[src/rtl/reg_write_arbiter.sv]
// -----------------------------------------------------------------------------
// reg_write_arbiter
//
// Round-robin write arbiter and sequencer for one shared, enable-gated data
// register. Several requesters compete through a req/gnt/ack handshake. The
// block grants one requester at a time, captures that requester's write data
// into d, and pulses en for one cycle. At the closing edge of that cycle the
// shared register q loads d.
//
// Sequence for one write (3 edges):
//   IDLE  --(any req)-->  GRANT  --(req[w] held)-->  WRITE  -->  IDLE
//                           |
//                           +--(req[w] dropped: abort)-->  IDLE
//
// Parameters
//   N      number of requesters (N >= 2, need not be a power of two)
//   WIDTH  data width of the register and of each requester's write data
//
// Ports
//   clk    in   1        rising-edge clock
//   rst    in   1        asynchronous, active-high reset
//   req    in   N        level-sensitive write request, one bit per requester
//   wdata  in   N*WIDTH  packed write data; requester i uses slice i
//   gnt    out  N        one-hot grant, registered, high only in GRANT
//   ack    out  N        one-hot write acknowledge, registered, high only in WRITE
//   en     out  1        register write enable, registered, high only in WRITE
//   d      out  WIDTH    captured write data presented to the register
//   q      out  WIDTH    current contents of the shared register
//   busy   out  1        high whenever the sequencer is not in IDLE
// -----------------------------------------------------------------------------
module reg_write_arbiter #(
  parameter int N     = 4,
  parameter int WIDTH = 8
) (
  input  logic               clk,
  input  logic               rst,
  input  logic [N-1:0]       req,
  input  logic [N*WIDTH-1:0] wdata,
  output logic [N-1:0]       gnt,
  output logic [N-1:0]       ack,
  output logic               en,
  output logic [WIDTH-1:0]   d,
  output logic [WIDTH-1:0]   q,
  output logic               busy
);

  // Index width for ptr and w; at least one bit.
  localparam int PW = (N > 1) ? $clog2(N) : 1;

  typedef enum logic [1:0] {
    IDLE  = 2'd0,
    GRANT = 2'd1,
    WRITE = 2'd2
  } state_t;

  state_t          state;
  logic [PW-1:0]   ptr;     // first index to examine in the next arbitration
  logic [PW-1:0]   w;       // requester owning the current transaction

  // Arbitration result for the current cycle.
  logic            any_req;
  logic [PW-1:0]   win;

  // Request bit and data slice of the current owner w.
  logic            w_req;
  logic [WIDTH-1:0] w_data;

  // ---------------------------------------------------------------------------
  // Helpers
  // ---------------------------------------------------------------------------

  // Position k in the search order ptr, ptr+1, ..., N-1, 0, ..., ptr-1.
  // Both operands are below N, so one conditional subtraction is an exact
  // modulo and no index >= N is ever produced.
  function automatic logic [PW-1:0] rr_index(input logic [PW-1:0] p, input int k);
    int s;
    s = int'(p) + k;
    if (s >= N) s = s - N;
    return PW'(s);
  endfunction

  // One-hot vector with bit idx set.
  function automatic logic [N-1:0] one_hot(input logic [PW-1:0] idx);
    logic [N-1:0] v;
    v = '0;
    for (int i = 0; i < N; i++) begin
      if (idx == PW'(i)) v[i] = 1'b1;
    end
    return v;
  endfunction

  // Successor of an index, wrapping at N rather than at 2**PW.
  function automatic logic [PW-1:0] next_index(input logic [PW-1:0] idx);
    if (idx == PW'(N - 1)) return '0;
    return idx + 1'b1;
  endfunction

  // ---------------------------------------------------------------------------
  // Round-robin selection: first requesting index starting from ptr.
  // ---------------------------------------------------------------------------
  always_comb begin
    // NOTE: every variable gets a default before the loop so that no path
    // leaves it unassigned; otherwise a latch is inferred.
    any_req = 1'b0;
    win     = '0;
    for (int k = 0; k < N; k++) begin
      if (!any_req && req[rr_index(ptr, k)]) begin
        any_req = 1'b1;
        win     = rr_index(ptr, k);
      end
    end
  end

  // Request bit and data slice of the current owner. Written as a decoded
  // mux so the slice index never leaves the valid range.
  always_comb begin
    w_req  = 1'b0;
    w_data = '0;
    for (int i = 0; i < N; i++) begin
      if (w == PW'(i)) begin
        w_req  = req[i];
        w_data = wdata[i*WIDTH +: WIDTH];
      end
    end
  end

  // ---------------------------------------------------------------------------
  // Sequencer with registered handshake outputs
  // ---------------------------------------------------------------------------
  always_ff @(posedge clk or posedge rst) begin
    if (rst) begin
      // NOTE: q is the storage element itself, not a memory array, and it
      // must read 0 straight after reset, so it sits on the reset branch
      // together with the control state.
      state <= IDLE;
      ptr   <= '0;
      w     <= '0;
      gnt   <= '0;
      ack   <= '0;
      en    <= 1'b0;
      d     <= '0;
      q     <= '0;
    end else begin
      // NOTE: non-blocking assignments throughout, so every register here
      // sees the values from before this edge (e.g. q <= d takes the old d).
      case (state)
        IDLE: begin
          gnt <= '0;
          ack <= '0;
          en  <= 1'b0;
          if (any_req) begin
            w     <= win;
            gnt   <= one_hot(win);
            state <= GRANT;
          end
        end

        GRANT: begin
          gnt <= '0;
          if (w_req) begin
            d     <= w_data;
            en    <= 1'b1;
            ack   <= one_hot(w);
            state <= WRITE;
          end else begin
            // Abort: owner withdrew before the write; ptr stays put so the
            // next arbitration starts from the same place.
            state <= IDLE;
          end
        end

        WRITE: begin
          q     <= d;
          en    <= 1'b0;
          ack   <= '0;
          ptr   <= next_index(w);
          state <= IDLE;
        end

        default: begin
          // Unused encoding: recover quietly to IDLE with outputs idle.
          gnt   <= '0;
          ack   <= '0;
          en    <= 1'b0;
          state <= IDLE;
        end
      endcase
    end
  end

  assign busy = (state != IDLE);

  // ---------------------------------------------------------------------------
  // Handshake invariants
  // ---------------------------------------------------------------------------
  a_gnt_onehot: assert property (@(posedge clk) disable iff (rst) $onehot0(gnt));
  a_ack_onehot: assert property (@(posedge clk) disable iff (rst) $onehot0(ack));
  a_en_with_ack: assert property (@(posedge clk) disable iff (rst) en == (|ack));
  a_gnt_excl:   assert property (@(posedge clk) disable iff (rst) !((|gnt) && en));
  a_ptr_range:  assert property (@(posedge clk) disable iff (rst) int'(ptr) < N);

endmodule

[config.mk]
export PLATFORM = sky130hd
export DESIGN_NAME = reg_write_arbiter
export DESIGN_NICKNAME = d
export VERILOG_FILES = /design/src/rtl/reg_write_arbiter.sv
export SDC_FILE = /design/constraint.sdc
export NUM_CORES = 1
export LEC_CHECK = 0
export CORE_MARGIN = 5
export CORE_UTILIZATION = 39
export CTS_CLUSTER_SIZE = 25
export DETAILED_ROUTE_END_ITERATION = 8
export HOLD_SLACK_MARGIN = 0.03
export PLACE_DENSITY = 0.83
export SLEW_MARGIN = 5
export SYNTH_ARGS = -nofsm -noshare
export SYNTH_HDL_FRONTEND = slang
export SYNTH_SLANG_ARGS = --single-unit
[constraint.sdc]
create_clock -name clk -period 1.99 [get_ports clk]
set_clock_uncertainty 0.1 [all_clocks]
set_input_delay 0.398 -clock clk [delete_from_list [all_inputs] [get_ports clk]]
set_output_delay 0.398 -clock clk [all_outputs]
set_load 0.02 [all_outputs]
Word-level counts from Yosys, hierarchy flattened
Index checks and enable logic that the tools add are counted.
{"block": "op_classes", "eq_ne": 10, "magnitude_cmp": 8, "muxes": 48, "add_sub_neg": 8, "reduce_logical": 12}
{"operator": "$mux 8", "count": 4}
{"operator": "$mux 2", "count": 12}
{"operator": "$mux 1", "count": 23}
{"operator": "$lt 2x3->1 const B", "count": 4}
{"operator": "$mux 4", "count": 3}
{"operator": "$eq 2x2->1 const B", "count": 5}
{"operator": "$ge 3x3->1 const B", "count": 3}
{"operator": "$bmux 1 s2", "count": 4}
{"operator": "$pmux 4 s2", "count": 1}
{"operator": "$sub 2x1->2 const B", "count": 4}
{"operator": "$add 2x2->3 const B", "count": 2}
{"operator": "$eq 2x1->1 const B", "count": 3}
{"operator": "$logic_not 2->1", "count": 3}
{"operator": "$ne 2x2->1 const B", "count": 2}
{"operator": "$pmux 2 s2", "count": 1}
{"operator": "$reduce_and 2->1", "count": 2}
{"operator": "$add 2x1->3 const B", "count": 1}
{"operator": "$ge 2x3->1 const B", "count": 1}
{"operator": "$logic_and 1x1->1", "count": 3}
{"operator": "$logic_not 1->1", "count": 3}
{"operator": "$add 2x1->2 const B", "count": 1}
{"operator": "$reduce_bool 2->1", "count": 1}
{"block": "totals", "output_inout_bits": 26, "in_bits": 38, "word_cells": 94, "regBits": 31}

Longest topological paths before layout
Gate-level depths: netlist (run 1).
{"block": "depth", "depth_word": 18, "ltp_mapped": 7, "mapped_depth_nobuf": 6}

Worst setup path after synthesis (run 1)
No wires, ideal clock.
{"block": "synth_path", "kind": "register to register", "from": "register w[0]", "to": "register d[0]", "period_less_slack_ns": 1.988, "setup_ns": 0.125, "setup_slack_ns": 0.002, "arrival_ns": 1.763, "path_stages_with_launch": 8, "cell_sequence": "dfrtp_1 inv_1 ha_1 buf_6 and2b_1 o21a_4 nor3_4 mux2_2"}
{"block": "synth_between", "elab_chain_cells": 6}
{"item": "start, declared", "line_no": "58", "source": "logic [PW-1:0] w;"}
{"item": "start signal, assigned", "line_no": "152", "source": "w <= win;"}
{"item": "$logic_not 2->1", "line_no": "120", "source": "if (w == PW'(i)) begin"}
{"item": "$mux 1 (4 in series)", "line_no": "120"}
{"item": "$reduce_and 2->1 (no source line)"}
{"item": "end signal, assigned", "line_no": "161", "source": "d <= w_data;"}
{"item": "end, declared", "line_no": "42", "source": "output logic [WIDTH-1:0] d,"}
Parallel ways exist; a longest one is shown, timed or not.
A chain may end at the register's enable or synchronous reset.

Final worst setup path (run 1)
{"block": "layout_path", "from": "register w[0]", "to": "register d[6]"}
The elaborated chain is that of the path after synthesis.

==> results of run 1 <==
[stage by stage]
| step | worst slack, ns | hold slack, ns |
|---|---|---|
| floorplan | 0.00185 | 0.402 |
| CTS | 0.00370 | 0.384 |
| finish | 0.0606 | 0.379 |
| global route | -0.00363 | 0.401 |
| global placement | -0.122 | 0.361 |
| detailed placement | -0.147 | 0.369 |
[flip-flops by register name, indices dropped and copies added (netlist names)]
signal	count
gnt	4
d	8
en	1
w	2
state	2
ack	4
ptr	2
q	8
[kinds of logic (layout without fill, tap and decap cells)]
group                      after synthesis  count (layout)  share of synthesized area, %
and+or+nand+nor                         70              70                          20.8
AOI/OAI and AO/OA                       40              40                          17.4
DFF                                     31              31                          47.7
buffers and inverters                   14              94                          4.16
muxes                                   10              10                          6.85
adders and majority gates                4               4                          3.08
[placed cells by master, fill, tap and decap left out, types with 2 or more instances in the layout]
cell and instances:
clkdlybuf4s50_1 62, nand2_1 41, dfrtp_1 31, buf_4 17, o31ai_1 10, nor2b_1 9, mux2_2 9, o21ai_0 8
a21oi_1 8, clkbuf_8 7, nor2_1 5, a221oi_2 4, inv_1 4, a221oi_1 4, nand3_1 3, ha_2 3
nand2b_1 2, a32o_1 2
[power groups by stage]
stage | Clock (mW) | Sequential [mW] | Combinational (mW)
detailed placement | 0 | 1.10 | 2.22
global route | 0.583 | 1.13 | 2.52
global placement | 0 | 1.10 | 2.17
CTS | 0.549 | 1.09 | 2.26
finish | 0.542 | 1.09 | 2.32
floorplan | 0 | 1.33 | 1.05
[worst register-to-register path: stages (launching register included)]
cell and delay [ns]:
dfrtp_1 0.42, inv_2 0.06, ha_2 0.20, and2b_1 0.17
o21a_4 0.21, nor3_4 0.15, buf_12 0.15, mux2_2 0.34
[routing by layer]
layer,share of wire [%],vias up,GRT usage [%]
li1,-,749,-
met1,39,737,21.5
met2,53,38,29.0
met3,6.3,8,5.00
met4,1.7,0,7.91
met5,0,-,0
[path summary, 6_finish.rpt]
check	start	endpoint	cells past startpoint
worst min-delay path	q[6]$_DFFE_PP0N_	q[6]$_DFFE_PP0N_	2
worst min register to register	q[6]$_DFFE_PP0N_	q[6]$_DFFE_PP0N_	2
worst max register to register	w[0]$_DFFE_PP0P_	d[6]$_DFFE_PP0P_	7
min in group asynchronous	rst	q[0]$_DFFE_PP0N_	3
worst max-delay path	w[0]$_DFFE_PP0P_	d[6]$_DFFE_PP0P_	7
max in group asynchronous	rst	ack[0]$_DFFE_PP0P_	3
[layout make-up]
type	instances	area [µm²]
fillers	355	1470
multi-input cells	124	830
repair buffers	81	777
flip-flops and latches	31	776
clock buffers	8	100
well taps	50	62.6
inverters	5	18.8
[what timing repair did]
| item | in CTS | in global routing |
|---|---|---|
| setup endpoints to repair | 6 | 8 |
| resized for setup | 2 | 11 |
| endpoints found under the hold margin | 0 | 0 |
| cloned | 0 | 0 |
| buffers inserted | 1 | 1 |
| pin swaps | 0 | 0 |
==> results.tsv, run 1 <==
stage	metric	value	unit
outcome	status	complete, no violations	
critical_path	Top Family by Delay on Critical Path	flip-flops	
drt	final WL	4530	µm
floorplan	Die H	74.6	µm
timing	setup TNS	0	ns
yosys	most area-hungry cell type in the Yosys netlist	dfrtp_1	
power	Gate power share	58.7	%
floorplan	Rows	23	
placed_design	PortBufs	63	
yosys	share of the synthesized area in the top cell type	47.7	%
yosys	most frequent cell after synthesis	nand2_1	
placed_design	Placed Cells	289	
timing	Slew HR	71.2	%
global_route	gr ovfl total	0	
clocking	CTS tree	built	
critical_path	Buf/Inv on CP	2	
yosys	synth unique cells	31	
flow_run	max-cap violation count	0	
yosys	Post-synth ARST share	100	%
critical_path	crit-path max cell delay	0.42	ns
yosys	EDFF count, synth	0	
timing	crit share post-route	97.0	%
critical_path	FF-to-FF setup slack	0.06	ns
clocking	H-tree Lvls	2	
timing	Fmax	518	MHz
final_layout	Layout area overhead	57.7	%
drt	mean routed wirelength per cell	15.2	µm
final_layout	Layout Nets	290	
timing	unrepaired setup endpoints after global routing	true	
critical_path	Worst setup SP type	flop	
yosys	Syn Area/Cell	9.62	µm²
power	Sw Share	39.7	%
clocking	Worst-path clk slew	0.06	ns
critical_path	CP cell instances	inv_2 > ha_2 > and2b_1 > o21a_4 > nor3_4 > buf_12 > mux2_2	
power	Power Total	3.96	mW
critical_path	CP max-delay cell	dfrtp_1	
yosys	warnings from Yosys	0	
power	Clock Power Share	13.7	%
placed_design	DP Area	2400	µm²
power	Sw Pwr	1.57	mW
critical_path	crit path kind	flop to flop	
yosys	top_reg_cell synth	dfrtp_1	
power	worst vdd ir	0.678	mV
clocking	hold_buf cts	0	
floorplan	initial core utilization	40.3	%
floorplan	core box area	4030	µm²
final_layout	Antenna diodes	0	
global_route	initial antenna violation count	0	
timing	Final Slew Violations	0	
yosys	Synthesized Nets	211	
clocking	root buf cell	clkbuf_8	
clocking	Clock Tree Buf Depth	2	
final_layout	layout cell share with drive strength beyond 1	19.3	%
final_layout	Final Non-Filler Cells	299	
timing	Hold Fails Final Rpt	0	
yosys	mapped cell area	1630	µm²
floorplan	die area	5560	µm²
placed_design	Final GP Congestion	0.786	
yosys	#FFs+latches synth	31	
drt	initial drt markers	86	
drt	Vias/cell	5.12	
power	PD cells	1540	nW/µm²
drt	drt first pass iters	4	
final_layout	cell area after layout	2560	µm²
global_route	global-route wire length before repair	7350	µm
floorplan	num ports	64	
critical_path	worst-path fanout max	9	
yosys	most frequent cells after synthesis	41 x nand2_1, 31 x dfrtp_1, 10 x o31ai_1	
clocking	worst skew pair latency	0.29	ns
timing	Worst Max-Slew Pin Slew	0.432	ns
drt	post-route ant nets	0	
final_layout	Layout Utilization	63.6	%
global_route	Tot GR Track Use	17.6	%
worst_hold_path	type of the worst min-delay path	flop to flop	
critical_path	Worst setup EP type	flop	
yosys	synth top area cells	dfrtp_1 48%, nand2_1 9.5%, mux2_2 6.2%, o31ai_1 4.6%, a221oi_1 4.3%	
critical_path	worst endpoint required time	2.06	ns
critical_path	WP data arrival	2.00	ns
clocking	number of CTS-inserted buffers	5	
drt	Vias	1532	
global_route	vias in the first global route	1609	
timing	Final Setup Violations	0	
yosys	Cells after Synth	169	
drt	DRC Markers	0	
placed_design	Detailed Place HPWL	3410	µm
power	share of power burned in registers	27.6	%
yosys	Seq/Total Area, Yosys	47.7	%
timing	Tmin final	1.93	ns
power	Cell Int Power	2.39	mW
power	leakage	1.10	nW
floorplan	die width	74.6	µm
clocking	CTS sink count	31	
global_route	largest net degree at the start of global routing	32	
No activity file was read; power rests on OpenSTA's default activity.
==> run 2: changes to the inputs <==
Settings changed: PLACE_DENSITY 0.83 to default, PLACE_DENSITY_LB_ADDON from default to 0.05.
==> run 2 against run 1 <==
Wire length rose by 2.8%. Via count rose by 1.3%. Register-to-register slack barely moved. Combinational power fell by 2%. Global-route usage barely moved. Fmax fell by 0.58%. Die area did not move. Largest power group unchanged. Highest routed layer unchanged.
==> results.tsv, run 2 (synthesis results as in run 1) <==
stage	metric	value	unit	change
outcome	status	complete, no violations		
timing	crit share post-route	97.5	%	+0.57 points
global_route	largest net degree at the start of global routing	32		unchanged
final_layout	cell area after layout	2530	µm²	-1.1%
drt	DRC Markers	0		unchanged
placed_design	Final GP Congestion	0.843		+7.2%
final_layout	Final Non-Filler Cells	300		+0.33%
placed_design	DP Area	2410	µm²	+0.31%
power	Sw Share	39.8	%	+0.16 points
critical_path	CP max-delay cell	dfrtp_2		
floorplan	core box area	4030	µm²	unchanged
clocking	root buf cell	clkbuf_8		
placed_design	Setup WS pre-CTS	-0.138	ns	+0.00876 ns
power	PD cells	1510	nW/µm²	-1.9%
timing	Fmax	515	MHz	-0.58%
placed_design	Placed Cells	290		+0.35%
global_route	initial antenna violation count	0		unchanged
drt	mean routed wirelength per cell	15.5	µm	+2.5%
floorplan	num ports	64		unchanged
clocking	CTS sink count	31		unchanged
clocking	hold_buf cts	0		unchanged
timing	Tmin final	1.94	ns	+0.0113 ns
timing	unrepaired setup endpoints after global routing	true		
global_route	global-route wire length before repair	7430	µm	+1.1%
clocking	number of CTS-inserted buffers	5		unchanged
critical_path	Worst setup EP type	flop		
critical_path	worst-path fanout max	9		unchanged
floorplan	die width	74.6	µm	unchanged
clocking	CTS tree	built		
clocking	worst skew pair latency	0.28	ns	about the same
timing	setup ws final	0.0493	ns	-0.0113 ns
clocking	Worst-path clk slew	0.06	ns	about the same
floorplan	Rows	23		unchanged
critical_path	worst r2r src	w[0]$_DFFE_PP0P_		
critical_path	CP cell instances	inv_1 > ha_2 > and2b_1 > o21a_4 > nor3_4 > buf_12 > mux2_2		
critical_path	CP endpoint	d[3]$_DFFE_PP0P_		
drt	drt first pass iters	4		unchanged
clocking	H-tree Lvls	2		unchanged
timing	Final Slew Violations	0		unchanged
final_layout	Layout Nets	291		+0.34%
power	Clock Power Share	12.2	%	-1.5 points
drt	post-route ant nets	0		unchanged
critical_path	worst endpoint required time	2.06	ns	about the same
timing	Slew HR	65.7	%	-5.5 points
global_route	gr ovfl total	0		unchanged
drt	Vias	1552		+1.3%
critical_path	crit path kind	flop to flop		
timing	WHS	0.373	ns	-0.00561 ns
clocking	Clock Tree Buf Depth	2		unchanged
power	share of power burned in registers	28.7	%	+1.1 points
drt	Vias/cell	5.17		+0.97%
final_layout	top flop regs	d x8, q x8		
power	leakage	1.10	nW	-0.43%
final_layout	most common cell after layout, fill and taps aside	clkdlybuf4s50_1		
critical_path	Worst setup SP type	flop		
critical_path	Worst Setup SP	w[0]$_DFFE_PP0P_		
power	Gate power share	59.1	%	+0.4 points
critical_path	Register-to-Register Path Depth	7		unchanged
timing	Worst Max-Slew Pin Slew	0.514	ns	+0.0822 ns
final_layout	most frequent cells in the layout	62 x clkdlybuf4s50_1, 41 x nand2_1, 30 x dfrtp_1, 18 x buf_4, 10 x o31ai_1		
final_layout	# fillers	361		+1.7%
final_layout	Layout area overhead	56.0	%	
drt	final WL	4660	µm	+2.8%
floorplan	die area	5560	µm²	unchanged
placed_design	Detailed Place HPWL	3420	µm	about the same
critical_path	WP data arrival	2.01	ns	about the same
power	Cell Int Power	2.31	mW	-3.3%
final_layout	Antenna diodes	0		unchanged
final_layout	layout cell share with drive strength beyond 1	18.0	%	-1.3 points
critical_path	FF-to-FF setup slack	0.05	ns	about the same
power	Sw Pwr	1.53	mW	-2.6%
drt	initial drt markers	49		-43%
floorplan	initial core utilization	40.3	%	unchanged
worst_hold_path	type of the worst min-delay path	flop to flop		
critical_path	FF-to-FF End	d[3]$_DFFE_PP0P_		
global_route	vias in the first global route	1593		-0.99%
timing	Final Setup Violations	0		unchanged
floorplan	Die H	74.6	µm	unchanged
placed_design	PortBufs	63		unchanged
flow_run	max-cap violation count	0		unchanged
critical_path	crit-path max cell delay	0.41	ns	about the same
power	worst vdd ir	0.724	mV	+6.8%
timing	Hold Fails Final Rpt	0		unchanged
global_route	Tot GR Track Use	17.6	%	-0.035 points
## run 2: repair_timing
item / in CTS / in global routing
cloned: 0 / 0
resized for setup: 3 / 6
setup endpoints to repair: 9 / 8
setup buffers: 1 / 1
## run 2: power by group through the flow
| stage | registers (mW) | logic, mW | clock network [mW] |
|---|---|---|---|
| 2_1_floorplan | 1.33 | 1.05 | 0 |
| 3_3_place_gp | 1.10 | 2.17 | 0 |
| 3_5_place_dp | 1.10 | 2.22 | 0 |
| 4_1_cts | 1.09 | 2.24 | 0.484 |
| 5_1_grt | 1.14 | 2.45 | 0.520 |
| 6_report | 1.10 | 2.27 | 0.466 |
## run 2: through the flow
step	power [mW]	utilization, %	TNS (ns)
floorplan	2.38	-	0
global placement	3.27	59.8	-1.02
detailed placement	3.32	59.8	-1.34
CTS	3.82	62.1	0
global route	4.12	62.9	-0.251
finish	3.84	62.9	0
## run 2: routing by layer
| layer | GRT usage (%) | up-vias | part of all wire, % |
|---|---|---|---|
| met1 | 20.3 | 744 | 40 |
| li1 | - | 753 | - |
| met5 | 0 | - | 0 |
| met3 | 4.59 | 7 | 7.4 |
| met2 | 31.3 | 48 | 51 |
| met4 | 6.32 | 0 | 1.3 |
## run 2: worst min path at each step
stage                      from                  to  cells past startpoint
2_1_floorplan               rst  ack[0]$_DFFE_PP0P_                      1
3_3_place_gp   q[4]$_DFFE_PP0N_    q[4]$_DFFE_PP0N_                      2
3_5_place_dp   q[3]$_DFFE_PP0N_    q[3]$_DFFE_PP0N_                      2
4_1_cts        q[3]$_DFFE_PP0N_    q[3]$_DFFE_PP0N_                      2
5_1_grt        q[3]$_DFFE_PP0N_    q[3]$_DFFE_PP0N_                      2
6_report       q[3]$_DFFE_PP0N_    q[3]$_DFFE_PP0N_                      2
## run 2: worst max-delay path, delay by kind of cell (launching register included)
kind                       cells  cell delay (ns)
muxes                          1             0.33
adders and majority gates      1             0.22
and+or+nand+nor                2             0.33
buffers and inverters          2             0.24
AOI/OAI and AO/OA              1             0.21
DFF                            1             0.41
## run 2: final cells by class
type                    instances  area, µm²  area share, %
flip-flops and latches         31        777           30.7
clock inverters                 1       5.00          0.197
clock buffers                   7       76.3           3.01
well taps                      50       62.6           2.47
multi-input cells             124        811           32.0
repair buffers                 82        785           30.9
inverters                       5       18.8          0.740
